File: config.mk
export PLATFORM = sky130hd
export DESIGN_NAME = scct_ccx_channel
export DESIGN_NICKNAME = d
export VERILOG_FILES = /design/src/rtl/scct_ccx_channel.sv
export SDC_FILE = /design/constraint.sdc
export NUM_CORES = 1
export LEC_CHECK = 0
export CORE_AREA = 5 5 110 112
export CTS_CLUSTER_SIZE = 16
export DETAILED_ROUTE_END_ITERATION = 6
export DIE_AREA = 0 0 115 117
export GPL_ROUTABILITY_DRIVEN = 0
export PLACE_DENSITY = 0.71
export SETUP_SLACK_MARGIN = 0.3
export SLEW_MARGIN = 0
export SYNTH_ARGS = -nofsm -noshare
export SYNTH_HDL_FRONTEND = slang
export SYNTH_SLANG_ARGS = --single-unit
File: constraint.sdc
create_clock -name clk -period 3.3 [get_ports clk]
set_input_delay 0.33 -clock clk [delete_from_list [all_inputs] [get_ports clk]]
set_output_delay 0.33 -clock clk [all_outputs]
set_load 0.02 [all_outputs]
File: src/rtl/scct_ccx_channel.sv
// SCCT capture/compare channel: filtered input capture into a FIFO, output compare,
// edge-aligned PWM and a four-register host interface.
module scct_ccx_channel #(
  parameter int unsigned CTR_WIDTH  = 16,
  parameter int unsigned FIFO_DEPTH = 4,
  parameter int unsigned FILT_LEN   = 3
) (
  input  logic                 clk,
  input  logic                 rst,
  input  logic [CTR_WIDTH-1:0] counter,
  input  logic                 counter_changed,
  input  logic                 wr_en,
  input  logic                 rd_en,
  input  logic [1:0]           addr,
  input  logic [CTR_WIDTH-1:0] wr_data,
  output logic [CTR_WIDTH-1:0] rd_data,
  output logic                 irq_o,
  input  logic                 pin_i,
  output logic                 pin_o,
  output logic                 pin_oe
);

  localparam int unsigned PTR_W  = (FIFO_DEPTH > 1) ? $clog2(FIFO_DEPTH) : 1;
  localparam int unsigned CNT_W  = PTR_W + 1;
  localparam int unsigned FCNT_W = (FILT_LEN > 1) ? $clog2(FILT_LEN + 1) : 1;
  localparam int unsigned STAT_W = CNT_W + 3;

  localparam logic [1:0] ADDR_CTRL   = 2'd0;
  localparam logic [1:0] ADDR_CC     = 2'd1;
  localparam logic [1:0] ADDR_STATUS = 2'd2;
  localparam logic [1:0] ADDR_FORCE  = 2'd3;

  typedef enum logic [1:0] {
    MODE_IC  = 2'b00,
    MODE_OC  = 2'b01,
    MODE_PWM = 2'b10,
    MODE_OFF = 2'b11
  } mode_e;

  mode_e               mode;
  logic [1:0]          action;
  logic                irq_en;
  logic [CTR_WIDTH-1:0] cc_reg;
  logic                ocf;
  logic                ovf;

  logic [1:0]          sync;
  logic                filt;
  logic                filt_d;
  logic [FCNT_W-1:0]   filt_cnt;

  logic [CTR_WIDTH-1:0] mem [FIFO_DEPTH];
  logic [PTR_W-1:0]    wr_ptr;
  logic [PTR_W-1:0]    rd_ptr;
  logic [CNT_W-1:0]    count;

  logic wr_ctrl, mode_chg, is_ic, is_oc, is_pwm;
  logic rise, fall, push_req, pop_req, full, do_push, ovf_set;
  logic oc_match, ctr_zero, force_hit, ocf_set, status_wr, icf;
  logic pin_o_nxt;
  logic [STAT_W-1:0] status_vec;

  assign wr_ctrl   = wr_en && (addr == ADDR_CTRL);
  assign mode_chg  = wr_ctrl && (wr_data[1:0] != mode);
  assign is_ic     = (mode == MODE_IC);
  assign is_oc     = (mode == MODE_OC);
  assign is_pwm    = (mode == MODE_PWM);
  assign rise      = filt && !filt_d;
  assign fall      = !filt && filt_d;
  assign push_req  = is_ic && !mode_chg && ((action[0] && rise) || (action[1] && fall));
  assign pop_req   = is_ic && rd_en && (addr == ADDR_CC) && (count != '0);
  assign full      = (count == CNT_W'(FIFO_DEPTH));
  assign do_push   = push_req && (!full || pop_req);
  assign ovf_set   = push_req && full && !pop_req;
  assign oc_match  = counter_changed && (counter == cc_reg);
  assign ctr_zero  = counter_changed && (counter == '0);
  assign force_hit = wr_en && (addr == ADDR_FORCE) && wr_data[0];
  assign ocf_set   = oc_match && (is_oc || is_pwm);
  assign status_wr = wr_en && (addr == ADDR_STATUS);
  assign icf       = (count != '0);
  assign status_vec = {count, ovf, ocf, icf};

  // Synchroniser and glitch filter; filt only moves after FILT_LEN agreeing samples.
  always_ff @(posedge clk or posedge rst) begin
    if (rst) begin
      sync     <= '0;
      filt     <= 1'b0;
      filt_d   <= 1'b0;
      filt_cnt <= '0;
    end else begin
      sync   <= {sync[0], pin_i};
      filt_d <= filt;
      if (sync[1] == filt) begin
        filt_cnt <= '0;
      end else if (filt_cnt == FCNT_W'(FILT_LEN - 1)) begin
        filt     <= sync[1];
        filt_cnt <= '0;
      end else begin
        filt_cnt <= filt_cnt + FCNT_W'(1);
      end
    end
  end

  // Capture FIFO; a mode change flushes it.
  always_ff @(posedge clk or posedge rst) begin
    if (rst) begin
      wr_ptr <= '0;
      rd_ptr <= '0;
      count  <= '0;
      for (int i = 0; i < FIFO_DEPTH; i++) mem[i] <= '0;
    end else if (mode_chg) begin
      wr_ptr <= '0;
      rd_ptr <= '0;
      count  <= '0;
    end else begin
      if (do_push) begin
        mem[wr_ptr] <= counter;
        wr_ptr      <= wr_ptr + PTR_W'(1);
      end
      if (pop_req) rd_ptr <= rd_ptr + PTR_W'(1);
      case ({do_push, pop_req})
        2'b10:   count <= count + CNT_W'(1);
        2'b01:   count <= count - CNT_W'(1);
        default: count <= count;
      endcase
    end
  end

  // Output pin next value for compare and PWM modes.
  always_comb begin
    pin_o_nxt = pin_o;
    if (is_oc && (oc_match || force_hit)) begin
      case (action)
        2'b01:   pin_o_nxt = 1'b1;
        2'b10:   pin_o_nxt = 1'b0;
        2'b11:   pin_o_nxt = !pin_o;
        default: pin_o_nxt = pin_o;
      endcase
    end else if (is_pwm) begin
      if (oc_match)      pin_o_nxt = 1'b0;
      else if (ctr_zero) pin_o_nxt = (cc_reg != '0);
    end
    if (mode_chg) pin_o_nxt = 1'b0;
  end

  // Control, compare, flags, pin and interrupt registers.
  always_ff @(posedge clk or posedge rst) begin
    if (rst) begin
      mode   <= MODE_IC;
      action <= '0;
      irq_en <= 1'b0;
      cc_reg <= '0;
      ocf    <= 1'b0;
      ovf    <= 1'b0;
      pin_o  <= 1'b0;
      pin_oe <= 1'b0;
      irq_o  <= 1'b0;
    end else begin
      if (wr_ctrl) begin
        mode   <= mode_e'(wr_data[1:0]);
        action <= wr_data[3:2];
        irq_en <= wr_data[4];
        pin_oe <= (wr_data[1:0] == MODE_OC) || (wr_data[1:0] == MODE_PWM);
      end
      if (wr_en && (addr == ADDR_CC) && !is_ic) cc_reg <= wr_data;

      if (mode_chg || (status_wr && wr_data[1])) ocf <= 1'b0;
      else if (ocf_set)                          ocf <= 1'b1;

      if (mode_chg || (status_wr && wr_data[2])) ovf <= 1'b0;
      else if (ovf_set)                          ovf <= 1'b1;

      pin_o <= pin_o_nxt;
      irq_o <= irq_en && (icf || ocf || ovf);
    end
  end

  // Register read mux; CC shows the FIFO head in capture mode.
  always_comb begin
    rd_data = '0;
    case (addr)
      ADDR_CTRL:   rd_data = CTR_WIDTH'({irq_en, action, mode});
      ADDR_CC:     rd_data = is_ic ? (icf ? mem[rd_ptr] : '0) : cc_reg;
      ADDR_STATUS: rd_data = CTR_WIDTH'(status_vec);
      default:     rd_data = '0;
    endcase
  end

endmodule

# After elaboration in Yosys (flattened, before gate mapping)
# Cells that the tools add are included.
[op_classes]
add_sub_neg = 5
mul = 0
div = 0
order_cmp = 3
eq_ne = 18
shift = 0
n_mux = 27
bitwise = 4
reduce_logical = 58
[op_table]
columns = ["op", "count"]
rows = [
  ["16-bit two-way mux", 5],
  ["64-bit bitwise mux", 1],
  ["16-bit one-hot mux with 3 select lines", 1],
  ["16-bit binary-select mux with 2-bit select", 1],
  ["16-bit demux with 2-bit select", 1],
  ["1-bit logical AND", 27],
  ["16-bit == test", 1],
  ["2-bit == test, second input constant", 8],
  ["16-bit logical NOT", 1],
  ["16-bit nonzero test", 1],
  ["2-bit two-way mux", 6],
  ["2-bit by 1-bit == test with 1-bit output, second input constant", 5],
  ["1-bit logical OR", 9],
  ["1-bit two-way mux", 9],
  ["3-bit nonzero test", 3],
  ["2-bit nonzero test", 4],
  ["1-bit logical NOT", 7],
  ["2-bit by 1-bit adder with 2-bit output, second input constant", 3],
  ["3-bit >= comparator, second input constant", 2],
  ["2-bit NOT with 3-bit output", 2],
  ["3-bit one-hot mux with 2 select lines", 1],
  ["5-bit by 2-bit != test with 1-bit output, second input constant", 1],
  ["2-bit logical NOT", 2],
  ["2-bit AND reduction", 2],
  ["other kinds (11)", 12],
]
[totals]
reg_bits = 103
latch_bits = 0
ramBits = 0
rom_bits = 0
in_bits = 40
output_inout_bits = 19
wordCells = 135
mem_count = 0

# Depth between registers and ports, before layout
[depth]
depth_word = 10
ltp_mapped = 9
mapped_depth_nobuf = 9

# Worst setup path after synthesis
# Ideal clock, no wire load.
[synth_timing]
path_kind = "reg-to-output"
from = "register mode[0]"
to = "output port rd_data[0]"
arrival_ps = 1938
t_required_ps = 2970
path_slack_ps = 1032
path_stages_with_launch = 7
n_path_buf = 0
path_cell_list = "dfrtp_1 -> inv_1 -> ha_1 -> clkinv_1 -> nor2_1 -> a221oi_1 -> o32ai_1"
[synth_via]
elab_chain_cells = 3
[synth_lines]
columns = ["item", "line_no", "text"]
rows = [
  ["start: declaration", "40", "mode_e mode;"],
  ["start signal: assignment", "160", "mode <= mode_e'(wr_data[1:0]);"],
  ["2-bit logical NOT", "65", "assign is_ic = (mode == MODE_IC);"],
  ["16-bit two-way mux", "183", "ADDR_CC: rd_data = is_ic ? (icf ? mem[rd_ptr] : '0) : cc_reg;"],
  ["16-bit one-hot mux with 3 select lines *", "181", "case (addr)"],
  ["end: declaration", "16", "output logic [CTR_WIDTH-1:0] rd_data,"],
]
# Every way passes the cells marked *; elsewhere a longest branch is shown, timed or not.

# Final worst setup path
[layout_timing]
from = "register rd_ptr[0]"
to = "output port rd_data[9]"
[layout_via]
elab_chain_cells = 7
[layout_lines]
columns = ["item", "line_no", "text"]
rows = [
  ["start: declaration", "54", "logic [PTR_W-1:0] rd_ptr;"],
  ["start signal: assignment", "120", "if (pop_req) rd_ptr <= rd_ptr + PTR_W'(1);"],
  ["2-bit NOT with 3-bit output (implied by the code)", "183", ""],
  ["16-bit binary-select mux with 2-bit select", "183", ""],
  ["16-bit two-way mux (implied by the code) (2 in a row)", "183", ""],
  ["16-bit two-way mux (2 in a row)", "183", ""],
  ["16-bit one-hot mux with 3 select lines", "181", ""],
]
# No other way between the ends. The select of a mux whose other input is x is not followed.

==> metrics.md <==
| Metric | Value |
|---|---|
| Post-route clock skew | `0.00528 ns` |
| Net switching power | `0.00144 W` |
| Detailed placement HPWL | `9490 µm` |
| GRT overflow | `0` |
| Achievable clock frequency | `354 MHz` |
| Setup TNS | `0 ns` |
| Part of the power in the clock network | `24.2%` |
| Core box area | `11,100 µm²` |
| Data arrival time of the critical path | `2.50 ns` |
| Max-slew headroom at the worst pin | `63.5%` |
| Switching part of the total power | `30.9%` |
| Number of synthesis warnings | `0` |
| Wire length on met2 | `6220 µm` |
| Cells along the critical path | `buf_4 -> mux4_2 -> a22oi_1 -> nor2_1 -> clkdlybuf4s50_1` |
| Delay of the slowest critical-path stage | `0.55 ns` |
| Storage cell area | `2580 µm²` |
| Post-detailed-route DRC marker count | `0` |
| Maximum number of pins on one net before global-route repair | `61` |
| Detailed router's first-iteration violation count | `222` |
| Part of the power in registers | `43.9%` |
| Top layer reached by signal wires | `met4` |
| Die Span Y | `117 µm` |
| Number of nets in the finished design | `518` |
| Post-synthesis share of cell area spent on and, or, nand and nor gates | `9.69%` |
| Buffers inserted during post-CTS setup optimization | `0` |
| Cell type with the largest total area after synthesis | `sky130_fd_sc_hd__dfrtp_1` |
| Wire length the detailed router placed on met1 | `5730 µm` |
| Type of the worst min-delay path | `input pin to async pin` |
| Clock sinks | `103` |
| Slowest-stage cell, CP | `sky130_fd_sc_hd__clkdlybuf4s50_1` |
| PnR Total Power | `0.00466 W` |
| Clock-pin slew reported for the worst setup and hold paths after clock tree synthesis | `0.07 ns` |
| Clock latency on the worst-skew pair | `0.35 ns` |
| Total internal power | `0.00322 W` |
| Final hold violations | `0` |
| Compound-Gate Fraction of Synth Area | `6.85%` |
| Setup Crit Path Kind | `flop to output port` |
| Via count of the first global-routing pass | `3,822` |
| Root buf cell | `sky130_fd_sc_hd__clkbuf_16` |
| Number of vias in the routed layout | `3,471` |
| Routed vias/inst | `5.63` |
| Count of buffers inserted at the top-level ports | `58` |
| Count of filler cells inserted in the layout | `914` |
| Setup crit start kind | `flop` |
| Transition time at the pin with the least slew margin | `0.546 ns` |
| Number of enable flip-flop cells after synthesis | `0` |
| Post-synth ARST share | `100%` |
| Chip Width | `115 µm` |
| Seq/Total Area, Yosys | `47.9%` |
| Kind of capture point of the worst setup path | `output port` |
| Area enclosed by the die boundary | `13,500 µm²` |
| Post-cts sizing count | `5` |
| Post-synth top cells | `103 x sky130_fd_sc_hd__dfrtp_1, 41 x sky130_fd_sc_hd__mux2_2, 40 x sky130_fd_sc_hd__mux2_4, 27 x sky130_fd_sc_hd__nor2_1, 21 x sky130_fd_sc_hd__nand2_1` |
| Power density of the placed cells | `720 nW/µm²` |
| Area share of xor/xnor cells in the synthesized design | `3.42%` |
| CTS tree | `done` |
| Num CTS Buffers | `9` |
| Post-DRT Antenna Nets | `0` |
| Top cells by area, synth | `sky130_fd_sc_hd__dfrtp_1 48%, sky130_fd_sc_hd__mux2_4 11%, sky130_fd_sc_hd__mux2_2 8.6%` |
| Post-synthesis register bit count | `103` |
| Required time worst endpoint | `2.97 ns` |
| Number of flip-flops under the largest register name | `64` |
| Number of top-level pins | `59` |
| Largest fanout on the critical path | `9` |
| Total nets after synthesis | `455` |
| Syn Area/Cell | `13.3 µm²` |
| Finish-stage setup viols | `0` |
| Maximum count of clock buffers along a single path | `2` |
| Status | `completed` |
| Starting density of the core | `48.4%` |
| Detailed Routing Iterations Pass 1 | `5` |
| Final routed wire length divided by cell count | `20.8 µm` |
| Largest vdd supply drop | `0.500 mV` |
| Detailed route wirelength on metal3 | `681 µm` |
| N_diodes | `0` |
| Leakage | `2.95 nW` |
| Layout overhead on the synthesized area | `20.0%` |
| Synthesized instance count | `405` |
| Combinational fraction of design power | `31.9%` |
| Total of max-cap violations | `0` |
| GRT Total Usage | `20.7%` |
| Total detailed-routing wirelength | `12,800 µm` |
| Area of the mapped netlist | `5390 µm²` |
| Minimum clock period after layout | `2.83 ns` |
| Area used by multi-input combinational logic | `2660 µm²` |
| Yosys top cell area share | `47.9%` |
| Maximum level of the CTS H-tree | `3` |
| Final clock period utilization by the worst path | `85.6%` |
| Count of distinct cell types in the synthesized netlist | `53` |
| Hold-fix buffers at CTS | `0` |
| Layout cell share with drive strength beyond 1 | `29.4%` |
| Main combinational cell family by area after synthesis | `multiplexers` |
| Unrepaired setup endpoints after global routing | `false` |
| Mux cell area share after synthesis | `26.8%` |
| Arithmetic-cell share of the synthesized area counting full adders, half adders and majority gates | `2.46%` |
| Top FF cell, synth | `sky130_fd_sc_hd__dfrtp_1` |
| Antenna violations before repair | `0` |
| Count leader, synth | `sky130_fd_sc_hd__dfrtp_1` |
| Max-slew violations | `0` |
| FP Rows | `39` |
| First-pass GRT wire length | `21,100 µm` |
## path summary, 6_finish.rpt
kind / from / endpoint / slack (ns) / depth (start not counted)
max in group asynchronous: rst / mode[1] / 2.30 / 3
min: rst / cc_reg[8] / 0.28 / 2
max: rd_ptr[0] / rd_data[9] / 0.47 / 5
min reg2reg: sync[0] / sync[1] / 0.36 / 0
min in group clk: sync[0] / sync[1] / 0.36 / 0
max reg2reg: mode[0] / mem[38] / 0.90 / 8
## worst max-delay path: cells and delay by family, from the launching register on
family	cells	cell delay (ns)
AOI/OAI and AO/OA	1	0.17
DFF	1	0.52
and+or+nand+nor	1	0.08
muxes	1	0.53
buffers and inverters	2	0.83
## cells in the final DEF, fill, tap and decap left out, drive strengths merged, types with 2 or more instances in the layout
| cell | instances |
|---|---|
| nor3 | 6 |
| nand3 | 5 |
| buf | 10 |
| o31ai | 5 |
| or3 | 3 |
| nand2 | 25 |
| a21oi | 7 |
| mux2i | 2 |
| nor2 | 27 |
| xor2 | 14 |
| a221oi | 5 |
| clkdlybuf4s50 | 51 |
| and4 | 2 |
| o211ai | 2 |
| mux2 | 81 |
| xnor2 | 7 |
| o21ai | 10 |
| nor3b | 4 |
| bufinv | 2 |
| dfrtp | 103 |
| ha | 9 |
| nand2b | 3 |
| clkbuf | 10 |
| inv | 14 |
| dlymetal6s2s | 3 |
| mux4 | 16 |
| dlygate4sd2 | 4 |
| nor2b | 3 |
| a22oi | 11 |
| clkinvlp | 3 |
| nor4 | 9 |
| clkinv | 3 |
## cells by family after synthesis
logic type	count (synthesis)
compound gates	50
buf+inv	32
fa+ha+maj	10
mux	99
flops	103
xor+xnor	21
simple gates	90
## layout make-up
cell class	instances	area share (%)
Clock buffer	10	3.54
Tap cell	143	2.77
Inverter	16	0.987
Sequential cell	103	39.9
Multi-Input combinational cell	270	41.1
Timing Repair Buffer	68	10.4
Clock inverter	6	1.32
## power by group through the flow
stage | registers [W] | logic, W | clock network, W
floorplan | 0.00191 | 0.00116 | 0
global placement | 0.00203 | 0.00145 | 0
detailed placement | 0.00205 | 0.00150 | 0
CTS | 0.00204 | 0.00150 | 0.00115
global route | 0.00210 | 0.00162 | 0.00120
finish | 0.00204 | 0.00149 | 0.00112
## through the flow
step | instances | hold WS (ns) | cell area, µm² | setup WS, ns | util (%)
after floorplan | 405 | 0.331 | 5390 | 1.03 | -
after global placement | 600 | 0.337 | 6140 | 0.529 | 55.2
after detailed placement | 600 | 0.351 | 6140 | 0.473 | 55.2
after CTS | 616 | 0.283 | 6450 | 0.315 | 58.0
after global routing | 616 | 0.292 | 6460 | 0.355 | 58.1
final | 616 | 0.283 | 6460 | 0.474 | 58.1
## routing by layer
layer / vias up / global-route usage (%)
li1: 1598 / -
met1: 1765 / 27.9
met2: 90 / 33.8
met3: 18 / 5.60
met4: 0 / 4.30
met5: - / 0
Note: power is estimated with default switching activity, not from simulation.
